File: src/rtl/clock_mode_ctrl.sv
// Mode controller for the clock/calendar: NORMAL plus one EDIT state per field, with blink, increment strobes and
// an optional inactivity timeout back to NORMAL (enabled by defining MODE_TIMEOUT_EN).
module clock_mode_ctrl #(
  parameter int N_FIELD   = 6,
  parameter int BLINK_DIV = 25_000_000,
  parameter int TIMEOUT_S = 10
) (
  input  logic                           clk,
  input  logic                           rst,
  input  logic                           btn_mode,
  input  logic                           btn_inc,
  input  logic                           tick_1s,
  output logic [$clog2(N_FIELD+1)-1:0]   state,
  output logic [N_FIELD-1:0]             enable_display,
  output logic [N_FIELD-1:0]             enable_cnt,
  output logic                           enable_pulse_1s,
  output logic                           inc_pulse
);

  localparam int SW = $clog2(N_FIELD + 1);
  localparam int BW = $clog2(BLINK_DIV);

  localparam logic [SW-1:0] S_NORMAL  = '0;
  localparam logic [SW-1:0] S_LAST    = SW'(N_FIELD);
  localparam logic [BW-1:0] BLINK_MAX = BW'(BLINK_DIV - 1);

  if (N_FIELD < 1 || BLINK_DIV < 2 || TIMEOUT_S < 1) begin : g_param_check
    $error("clock_mode_ctrl: illegal parameter value");
  end

  logic [SW-1:0]      state_nxt;
  logic [BW-1:0]      blink_cnt;
  logic [BW-1:0]      blink_cnt_nxt;
  logic               blink_phase;
  logic               blink_phase_nxt;
  logic [N_FIELD-1:0] disp_nxt;
  logic [N_FIELD-1:0] cnt_en_nxt;
  logic               pulse_nxt;
  logic               inc_nxt;
  logic               in_edit;
  logic               inc_accept;
  logic               timeout_hit;

  assign in_edit    = (state != S_NORMAL);
  // Mode wins over a simultaneous increment.
  assign inc_accept = in_edit & btn_inc & ~btn_mode;

`ifdef MODE_TIMEOUT_EN
  localparam int IW = $clog2(TIMEOUT_S + 1);

  logic [IW-1:0] idle_cnt;
  logic [IW-1:0] idle_cnt_nxt;

  // Any button in the expiring-tick cycle clears the counter first, so the timeout is dropped.
  always_comb begin
    idle_cnt_nxt = idle_cnt;
    timeout_hit  = 1'b0;
    if (btn_mode || btn_inc || !in_edit) begin
      idle_cnt_nxt = '0;
    end else if (tick_1s) begin
      if (idle_cnt == IW'(TIMEOUT_S - 1)) begin
        timeout_hit  = 1'b1;
        idle_cnt_nxt = '0;
      end else begin
        idle_cnt_nxt = idle_cnt + IW'(1);
      end
    end
  end

  always_ff @(posedge clk) begin
    if (rst) begin
      idle_cnt <= '0;
    end else begin
      idle_cnt <= idle_cnt_nxt;
    end
  end
`else
  logic unused_tick;

  assign unused_tick = tick_1s;
  assign timeout_hit = 1'b0;
`endif

  // State register, together with the blink generator and the registered outputs.
  always_ff @(posedge clk) begin
    if (rst) begin
      state           <= S_NORMAL;
      blink_cnt       <= '0;
      blink_phase     <= 1'b1;
      enable_display  <= '1;
      enable_cnt      <= '1;
      enable_pulse_1s <= 1'b1;
      inc_pulse       <= 1'b0;
    end else begin
      state           <= state_nxt;
      blink_cnt       <= blink_cnt_nxt;
      blink_phase     <= blink_phase_nxt;
      enable_display  <= disp_nxt;
      enable_cnt      <= cnt_en_nxt;
      enable_pulse_1s <= pulse_nxt;
      inc_pulse       <= inc_nxt;
    end
  end

  // Next-state logic.
  always_comb begin
    state_nxt = state;
    if (btn_mode) begin
      state_nxt = (state == S_LAST) ? S_NORMAL : state + SW'(1);
    end else if (timeout_hit) begin
      state_nxt = S_NORMAL;
    end
  end

  // Blink restarts at phase 1 on every EDIT entry and every accepted increment; it idles in NORMAL.
  always_comb begin
    blink_cnt_nxt   = '0;
    blink_phase_nxt = 1'b1;
    if (state_nxt != S_NORMAL && !btn_mode && !inc_accept) begin
      if (blink_cnt == BLINK_MAX) begin
        blink_cnt_nxt   = '0;
        blink_phase_nxt = ~blink_phase;
      end else begin
        blink_cnt_nxt   = blink_cnt + BW'(1);
        blink_phase_nxt = blink_phase;
      end
    end
  end

  // Output logic, evaluated on next-state values so the registered outputs track the state with no extra lag.
  always_comb begin
    pulse_nxt  = (state_nxt == S_NORMAL);
    inc_nxt    = inc_accept;
    disp_nxt   = '1;
    cnt_en_nxt = '1;
    for (int k = 0; k < N_FIELD; k++) begin
      if (state_nxt != S_NORMAL) begin
        cnt_en_nxt[k] = (state_nxt == SW'(k + 1));
        if (state_nxt == SW'(k + 1)) begin
          disp_nxt[k] = blink_phase_nxt;
        end
      end
    end
  end

endmodule

File: config.mk
export PLATFORM = sky130hd
export DESIGN_NAME = clock_mode_ctrl
export DESIGN_NICKNAME = d
export VERILOG_FILES = /design/src/rtl/clock_mode_ctrl.sv
export SDC_FILE = /design/constraint.sdc
export NUM_CORES = 1
export LEC_CHECK = 0
export ABC_CLOCK_PERIOD_IN_PS = 2720
export CAP_MARGIN = 20
export CORE_MARGIN = 3
export CORE_UTILIZATION = 50
export CTS_BUF_LIST = sky130_fd_sc_hd__clkbuf_8
export DETAILED_ROUTE_END_ITERATION = 10
export PLACE_DENSITY = 0.74
export SYNTH_ARGS = -nofsm -noshare
export SYNTH_HDL_FRONTEND = slang
export SYNTH_SLANG_ARGS = --single-unit
File: constraint.sdc
create_clock -name clk -period 2.72 [get_ports clk]
set_input_delay 0.272 -clock clk [delete_from_list [all_inputs] [get_ports clk]]
set_output_delay 0.272 -clock clk [all_outputs]
set_load 0.02 [all_outputs]
# Word level (Yosys, flattened, before mapping)
# Index checks and enable logic that the tools add are counted.
[word_totals] in_bits=5 wordCells=53 reg_bits=43 output_inout_bits=17
[classes] n_addsub=2 n_eq_ne=8 bitwise=12 mux=4 reduce_logical=15
[op_table] cell="$add A25 B1 Y25 const B" count=1
[op_table] cell="$eq A25 B25 Y1 const B" count=1
[op_table] cell="$reduce_or A3 Y1" count=7
[op_table] cell="$eq A3 B3 Y1 const B" count=4
[op_table] cell="$not A1 Y1" count=10
[op_table] cell="$eq A3 B2 Y1 const B" count=2
[op_table] cell="$mux W3" count=2
[op_table] cell="$reduce_bool A3 Y1" count=2
[op_table] cell="$add A3 B1 Y3 const B" count=1
[op_table] cell="$eq A3 B1 Y1 const B" count=1
[op_table] cell="$logic_not A3 Y1" count=1
[op_table] cell="$and A1 B1 Y1" count=2
[op_table] cell="$logic_and A1 B1 Y1" count=2
[op_table] cell="$logic_not A1 Y1" count=2
[op_table] cell="$mux W1" count=2
[op_table] cell="$reduce_or A2 Y1" count=1

# Longest topological paths before layout
[depth] depth_word=8 mapped_depth=7 mapped_depth_nobuf=4

# Worst setup path before layout
# No wires, ideal clock.
[synth_timing] path_kind="register -> register" from="register state[0]" to="register enable_display[4]" path_buffers=1 required_ps=2578 arrival_ps=1510 stages_incl_launch_ff=6 slack_ps=1068 setup_ps=142 synth_period_minus_slack_ps=1652 path_cell_list="dfxtp_1 -> clkbuf_1 -> nand2b_1 -> or2_2 -> a21oi_1 -> nand4_1"
[synth_via] elab_chain_cells=7 word_cells_on_any_way=16 cone_classes="1 x add/sub; 2 x eq/ne; 3 x mux; 4 x bitwise; 6 x reduce/logical"
[synth_lines] item="start: declaration" line_no="13" text="output logic [$clog2(N_FIELD+1)-1:0] state,"
[synth_lines] item="start signal: assignment" line_no="95" text="state <= state_nxt;"
[synth_lines] item="$add A3 B1 Y3 / $eq A3 B3 Y1 (equally long branches)" line_no="109" text="state_nxt = (state == S_LAST) ? S_NORMAL : state + SW'(1);"
[synth_lines] item="$mux W3" line_no="109"
[synth_lines] item="$mux W3" line_no="108" text="if (btn_mode) begin"
[synth_lines] item="$reduce_bool A3 Y1" line_no="119, 137"
[synth_lines] item="$logic_and A1 B1 Y1 (2 in series)" line_no="119" text="if (state_nxt != S_NORMAL && !btn_mode && !inc_accept) begin"
[synth_lines] item="$mux W1" line_no="119"
[synth_lines] item="end signal: assignment" line_no="98" text="enable_display <= disp_nxt;"
[synth_lines] item="end: declaration" line_no="14" text="output logic [N_FIELD-1:0] enable_display,"
# Parallel ways exist; a longest one is shown, timed or not.
# A chain may end at the register's enable or synchronous reset.

# Final worst setup path
[layout_timing] from="register blink_cnt[2]" to="register blink_cnt[24]"
[layout_via] elab_chain_cells=2 word_cells_on_any_way=3 cone_classes="1 x add/sub; 1 x eq/ne; 1 x reduce/logical"
[layout_lines] item="start: declaration" line_no="32" text="logic [BW-1:0] blink_cnt;"
[layout_lines] item="start signal: assignment" line_no="96" text="blink_cnt <= blink_cnt_nxt;"
[layout_lines] item="parallel branches: the longest is 2 deep, another holds $add A25 B1 Y25"
# Parallel ways; which one is timed is not known.

==> impl_results.html <==
<table>
<tr><th>Metric</th><th>Value</th></tr>
<tr><th colspan="2">Layout</th></tr>
<tr><td>Register Area</td><td>861 µm²</td></tr>
<tr><td>Count of filler cells inserted in the layout</td><td>307</td></tr>
<tr><td>Layout Cells excl Fill</td><td>268</td></tr>
<tr><td>Area growth, synth to finish</td><td>18.2%</td></tr>
<tr><td>Ratio of cells with drive above 1 in the final layout</td><td>5.86%</td></tr>
<tr><td>Multi-input gate area</td><td>863 µm²</td></tr>
<tr><td>Final nets</td><td>227</td></tr>
<tr><td>Ant. Diodes</td><td>0</td></tr>
<tr><th colspan="2">Power and ir drop</th></tr>
<tr><td>Tot Pwr</td><td>1240 µW</td></tr>
<tr><td>Max rail drop VDD</td><td>0.380 mV</td></tr>
<tr><td>Leak pwr</td><td>0.000686 µW</td></tr>
<tr><td>Power density cells</td><td>580 nW/µm²</td></tr>
<tr><th colspan="2">Clocking</th></tr>
<tr><td>Clk Tree Root Cell</td><td>sky130_fd_sc_hd__clkbuf_8</td></tr>
<tr><td>Worst-path clk slew</td><td>80 ps</td></tr>
<tr><td>Clock Tree Buf Depth</td><td>2</td></tr>
<tr><td>Post CTS Setup Buffer Count</td><td>0</td></tr>
<tr><td>Sinks on Clock Net</td><td>43</td></tr>
<tr><td>Total clock buffers created by CTS</td><td>5</td></tr>
<tr><td>CTS resizes</td><td>0</td></tr>
<tr><td># hold bufs at CTS</td><td>0</td></tr>
<tr><td>CTS tree</td><td>built</td></tr>
<tr><td>Level count of the clock H-tree</td><td>2</td></tr>
<tr><td>Insertion delay of the later-clocked pin in the worst-skew pair</td><td>290 ps</td></tr>
<tr><th colspan="2">Yosys</th></tr>
<tr><td>XOR/XNOR Fraction of Synth Area</td><td>6.31%</td></tr>
<tr><td>Share of cell area taken by muxes after synthesis</td><td>1.11%</td></tr>
<tr><td>Post-synthesis net count</td><td>212</td></tr>
<tr><td>Number of synthesized register bits</td><td>43</td></tr>
<tr><td>Count of warnings emitted by yosys</td><td>0</td></tr>
<tr><td>Part of the Yosys area used for sequential elements</td><td>47.7%</td></tr>
<tr><td>Synthesized cell area</td><td>1800 µm²</td></tr>
<tr><td>Post-synthesis instance total</td><td>206</td></tr>
<tr><td>Largest family of logic cells by synthesized area</td><td>simple AND/OR/NAND/NOR gates</td></tr>
<tr><td>Compound-gate portion of the synthesized area</td><td>10.4%</td></tr>
<tr><td>Count of distinct cell types in the synthesized netlist</td><td>33</td></tr>
<tr><td>Post-synthesis share of cell area spent on full adders, half adders and majority gates</td><td>0.693%</td></tr>
<tr><td>Mean instance size in the synthesized netlist</td><td>8.76 µm²</td></tr>
<tr><td>Simple-gate area share of the yosys netlist</td><td>29.3%</td></tr>
<tr><th colspan="2">Placed design</th></tr>
<tr><td>Final Wtd Congestion</td><td>0.840</td></tr>
<tr><td>Pre-CTS setup slack</td><td>588 ps</td></tr>
<tr><td>Number of port buffers</td><td>20</td></tr>
<tr><td>Detailed-placement wirelength estimate</td><td>2560 µm</td></tr>
<tr><td>Placed cell count</td><td>260</td></tr>
<tr><th colspan="2">Run status</th></tr>
<tr><td>Result of the run</td><td>finished clean</td></tr>
<tr><th colspan="2">Min path</th></tr>
<tr><td>Type of the most critical hold path</td><td>flop to flop</td></tr>
<tr><td>Worst-case hold path end point</td><td>blink_cnt[0]</td></tr>
<tr><td>Launch instance of the worst min-delay path</td><td>blink_cnt[0]</td></tr>
<tr><td>Number of cells on the worst hold path</td><td>1</td></tr>
<tr><th colspan="2">Global routing</th></tr>
<tr><td>Total congestion overflow</td><td>0</td></tr>
<tr><td>Overall routing resource usage</td><td>18.7%</td></tr>
<tr><td>Pin count of the biggest net entering global routing</td><td>15</td></tr>
<tr><td>Number of antenna violations at the first check in global routing</td><td>0</td></tr>
<tr><td>First-pass GRT wire length</td><td>6270 µm</td></tr>
<tr><td>Number of global-route vias before repair</td><td>1446</td></tr>
<tr><th colspan="2">Worst setup path</th></tr>
<tr><td>Kind of end point of the critical path</td><td>flop</td></tr>
<tr><td>Worst setup path startpoint</td><td>blink_cnt[2]</td></tr>
<tr><td>R2r setup slk</td><td>790 ps</td></tr>
<tr><td>Reg2Reg Depth</td><td>4</td></tr>
<tr><td>Kind of launch point of the worst setup path</td><td>flop</td></tr>
<tr><td>Startpoint-to-endpoint class of the critical path</td><td>flop to flop</td></tr>
<tr><td>Data arrival at the endpoint of the critical path</td><td>2160 ps</td></tr>
<tr><td>Peak fanout along the critical path</td><td>14</td></tr>
<tr><td>Critical R2R Launch</td><td>blink_cnt[2]</td></tr>
<tr><td>Data required time at the worst endpoint</td><td>2950 ps</td></tr>
<tr><td>FF-to-FF End</td><td>blink_cnt[24]</td></tr>
<tr><th colspan="2">Floorplan</th></tr>
<tr><td>Core footprint</td><td>3420 µm²</td></tr>
<tr><td>Starting utilization of the core area</td><td>52.8%</td></tr>
<tr><td>Std-Cell Rows</td><td>21</td></tr>
<tr><td>Height of the die</td><td>66.1 µm</td></tr>
<tr><td>Horiz. Die Dim</td><td>66.1 µm</td></tr>
<tr><td>Total I/O pin count</td><td>22</td></tr>
<tr><td>Total Die Area</td><td>4370 µm²</td></tr>
<tr><th colspan="2">Route</th></tr>
<tr><td>DR iter-0 viols</td><td>103</td></tr>
<tr><td>Via density per instance</td><td>5.71</td></tr>
<tr><td>DRC violation count after routing</td><td>0</td></tr>
<tr><td>Number of vias in the routed layout</td><td>1531</td></tr>
<tr><td>First-pass detailed-route iteration total</td><td>5</td></tr>
<tr><td>Post-detailed-routing wire length</td><td>3630 µm</td></tr>
<tr><td>Number of nets with antenna violations after routing</td><td>0</td></tr>
<tr><td>WL/cell</td><td>13.5 µm</td></tr>
<tr><th colspan="2">STA</th></tr>
<tr><td>Max-slew headroom at the worst pin</td><td>69.8%</td></tr>
<tr><td>Post-layout worst setup margin</td><td>794 ps</td></tr>
<tr><td>Count of final hold-check violations</td><td>0</td></tr>
<tr><td>Setup repair after global routing missed its margin</td><td>no</td></tr>
<tr><td>Max Fclk</td><td>519 MHz</td></tr>
<tr><td>Post-route setup TNS</td><td>0 ps</td></tr>
<tr><td>Final setup skew</td><td>1.88 ps</td></tr>
<tr><td>Minimum clock period</td><td>1930 ps</td></tr>
<tr><td>Post-route fraction of the period consumed by the critical path</td><td>70.8%</td></tr>
<tr><td>Max-slew violation count</td><td>0</td></tr>
<tr><td>Transition time at the pin with the least slew margin</td><td>449 ps</td></tr>
<tr><td>Number of setup violations in the final report</td><td>0</td></tr>
<tr><th colspan="2">Job</th></tr>
<tr><td>Number of max-cap violations</td><td>0</td></tr>
</table>
==> cells in the mapped netlist <==
cell type	number	share of area, %
sky130_fd_sc_hd__inv_1	5	1.0
sky130_fd_sc_hd__nand2_1	13	2.7
sky130_fd_sc_hd__xnor2_1	5	2.4
sky130_fd_sc_hd__and2_1	2	0.69
sky130_fd_sc_hd__nand4_2	1	0.69
sky130_fd_sc_hd__o21ai_1	2	0.55
sky130_fd_sc_hd__nand3_1	10	2.8
sky130_fd_sc_hd__or2_0	1	0.35
sky130_fd_sc_hd__nand4_1	11	3.8
sky130_fd_sc_hd__nor2_1	19	4.0
sky130_fd_sc_hd__or4_1	7	2.9
sky130_fd_sc_hd__a22oi_1	1	0.42
sky130_fd_sc_hd__nor3b_1	1	0.42
sky130_fd_sc_hd__or3_1	7	2.4
sky130_fd_sc_hd__o21ai_0	10	2.8
sky130_fd_sc_hd__or2_2	1	0.35
sky130_fd_sc_hd__buf_4	1	0.42
sky130_fd_sc_hd__nand2b_1	2	0.69
sky130_fd_sc_hd__dfxtp_1	43	48
sky130_fd_sc_hd__nor3_1	3	0.83
sky130_fd_sc_hd__nor4b_1	2	0.97
sky130_fd_sc_hd__nor2b_1	4	1.4
sky130_fd_sc_hd__nor3_2	1	0.55
sky130_fd_sc_hd__and4_1	5	2.4
sky130_fd_sc_hd__clkbuf_1	9	1.9
sky130_fd_sc_hd__a21oi_1	15	4.2
sky130_fd_sc_hd__o31ai_1	6	2.5
sky130_fd_sc_hd__xor2_1	8	3.9
sky130_fd_sc_hd__buf_2	4	1.1
sky130_fd_sc_hd__and3_1	2	0.69
sky130_fd_sc_hd__nor4_1	2	0.69
sky130_fd_sc_hd__mux2i_1	2	1.1
sky130_fd_sc_hd__ha_1	1	0.69
==> worst max path at each step <==
stage	end	depth (start not counted)
after floorplan	enable_display[4]	5
final	blink_cnt[24]	4
after global placement	enable_display[5]	5
after CTS	blink_cnt[24]	4
after detailed placement	blink_cnt[15]	6
after global routing	blink_cnt[22]	4
==> metal layers <==
| metal | wire, µm | up-vias | GRT usage, % |
|---|---|---|---|
| met5 | 0 | - | 0 |
| met4 | 59 | 0 | 7.11 |
| met3 | 186 | 5 | 6.46 |
| met2 | 1760 | 41 | 30.7 |
| met1 | 1620 | 718 | 22.5 |
| li1 | - | 767 | - |
==> metrics by stage <==
stage / area, µm² / hold WS [ps] / util, %
global placement: 2020 / 423 / 59.0
finish: 2130 / 451 / 62.5
detailed placement: 2020 / 444 / 59.0
global route: 2130 / 490 / 62.5
floorplan: 1800 / 413 / -
CTS: 2130 / 455 / 62.5
==> cell usage in the layout, fill, tap and decap left out, types with 7 or more instances in the layout <==
master	synthesis	routed
sky130_fd_sc_hd__nand2_1	13	13
sky130_fd_sc_hd__dfxtp_1	43	43
sky130_fd_sc_hd__nand3_1	10	10
sky130_fd_sc_hd__clkdlybuf4s50_1	0	20
sky130_fd_sc_hd__o21ai_0	10	10
sky130_fd_sc_hd__or3_1	7	7
sky130_fd_sc_hd__xor2_1	8	8
sky130_fd_sc_hd__nor2_1	19	19
sky130_fd_sc_hd__a21oi_1	15	15
sky130_fd_sc_hd__or4_1	7	7
sky130_fd_sc_hd__nand4_1	11	11
==> area by class of cell <==
type | count | share of cell area (%)
inverter | 5 | 0.880
clock buffer | 6 | 3.87
multi-input combinational | 144 | 40.5
tap | 46 | 2.70
clock inverter | 2 | 1.64
timing repair buffer | 22 | 10.1
sequential | 43 | 40.4
==> logic make-up after synthesis <==
| logic type | count (synthesis) |
|---|---|
| XOR/XNOR | 13 |
| AND/OR/NAND/NOR | 94 |
| multiplexers | 2 |
| AO/OA/AOI/OAI | 34 |
| flip-flops | 43 |
| buffers and inverters | 19 |
| adder cells (fa/ha/maj) | 1 |
==> sequential cells by signal (all words and copies together) (netlist names) <==
register,count
blink_cnt,25
blink_phase,1
enable_cnt,6
enable_display,6
enable_pulse_1s,1
inc_pulse,1
state,3
==> where the power goes <==
part	switching (µW)	internal [µW]
Sequential	10.1	641
Combinational	42.5	37.6
Clock	209	297
==> worst max-delay path, stage by stage (launching register included) <==
cell,delay (ps)
sky130_fd_sc_hd__dfxtp_1,400
sky130_fd_sc_hd__and4_1,410
sky130_fd_sc_hd__nand4_2,310
sky130_fd_sc_hd__or4_1,590
sky130_fd_sc_hd__a21oi_1,150
Note: power is estimated with default switching activity, not from simulation.
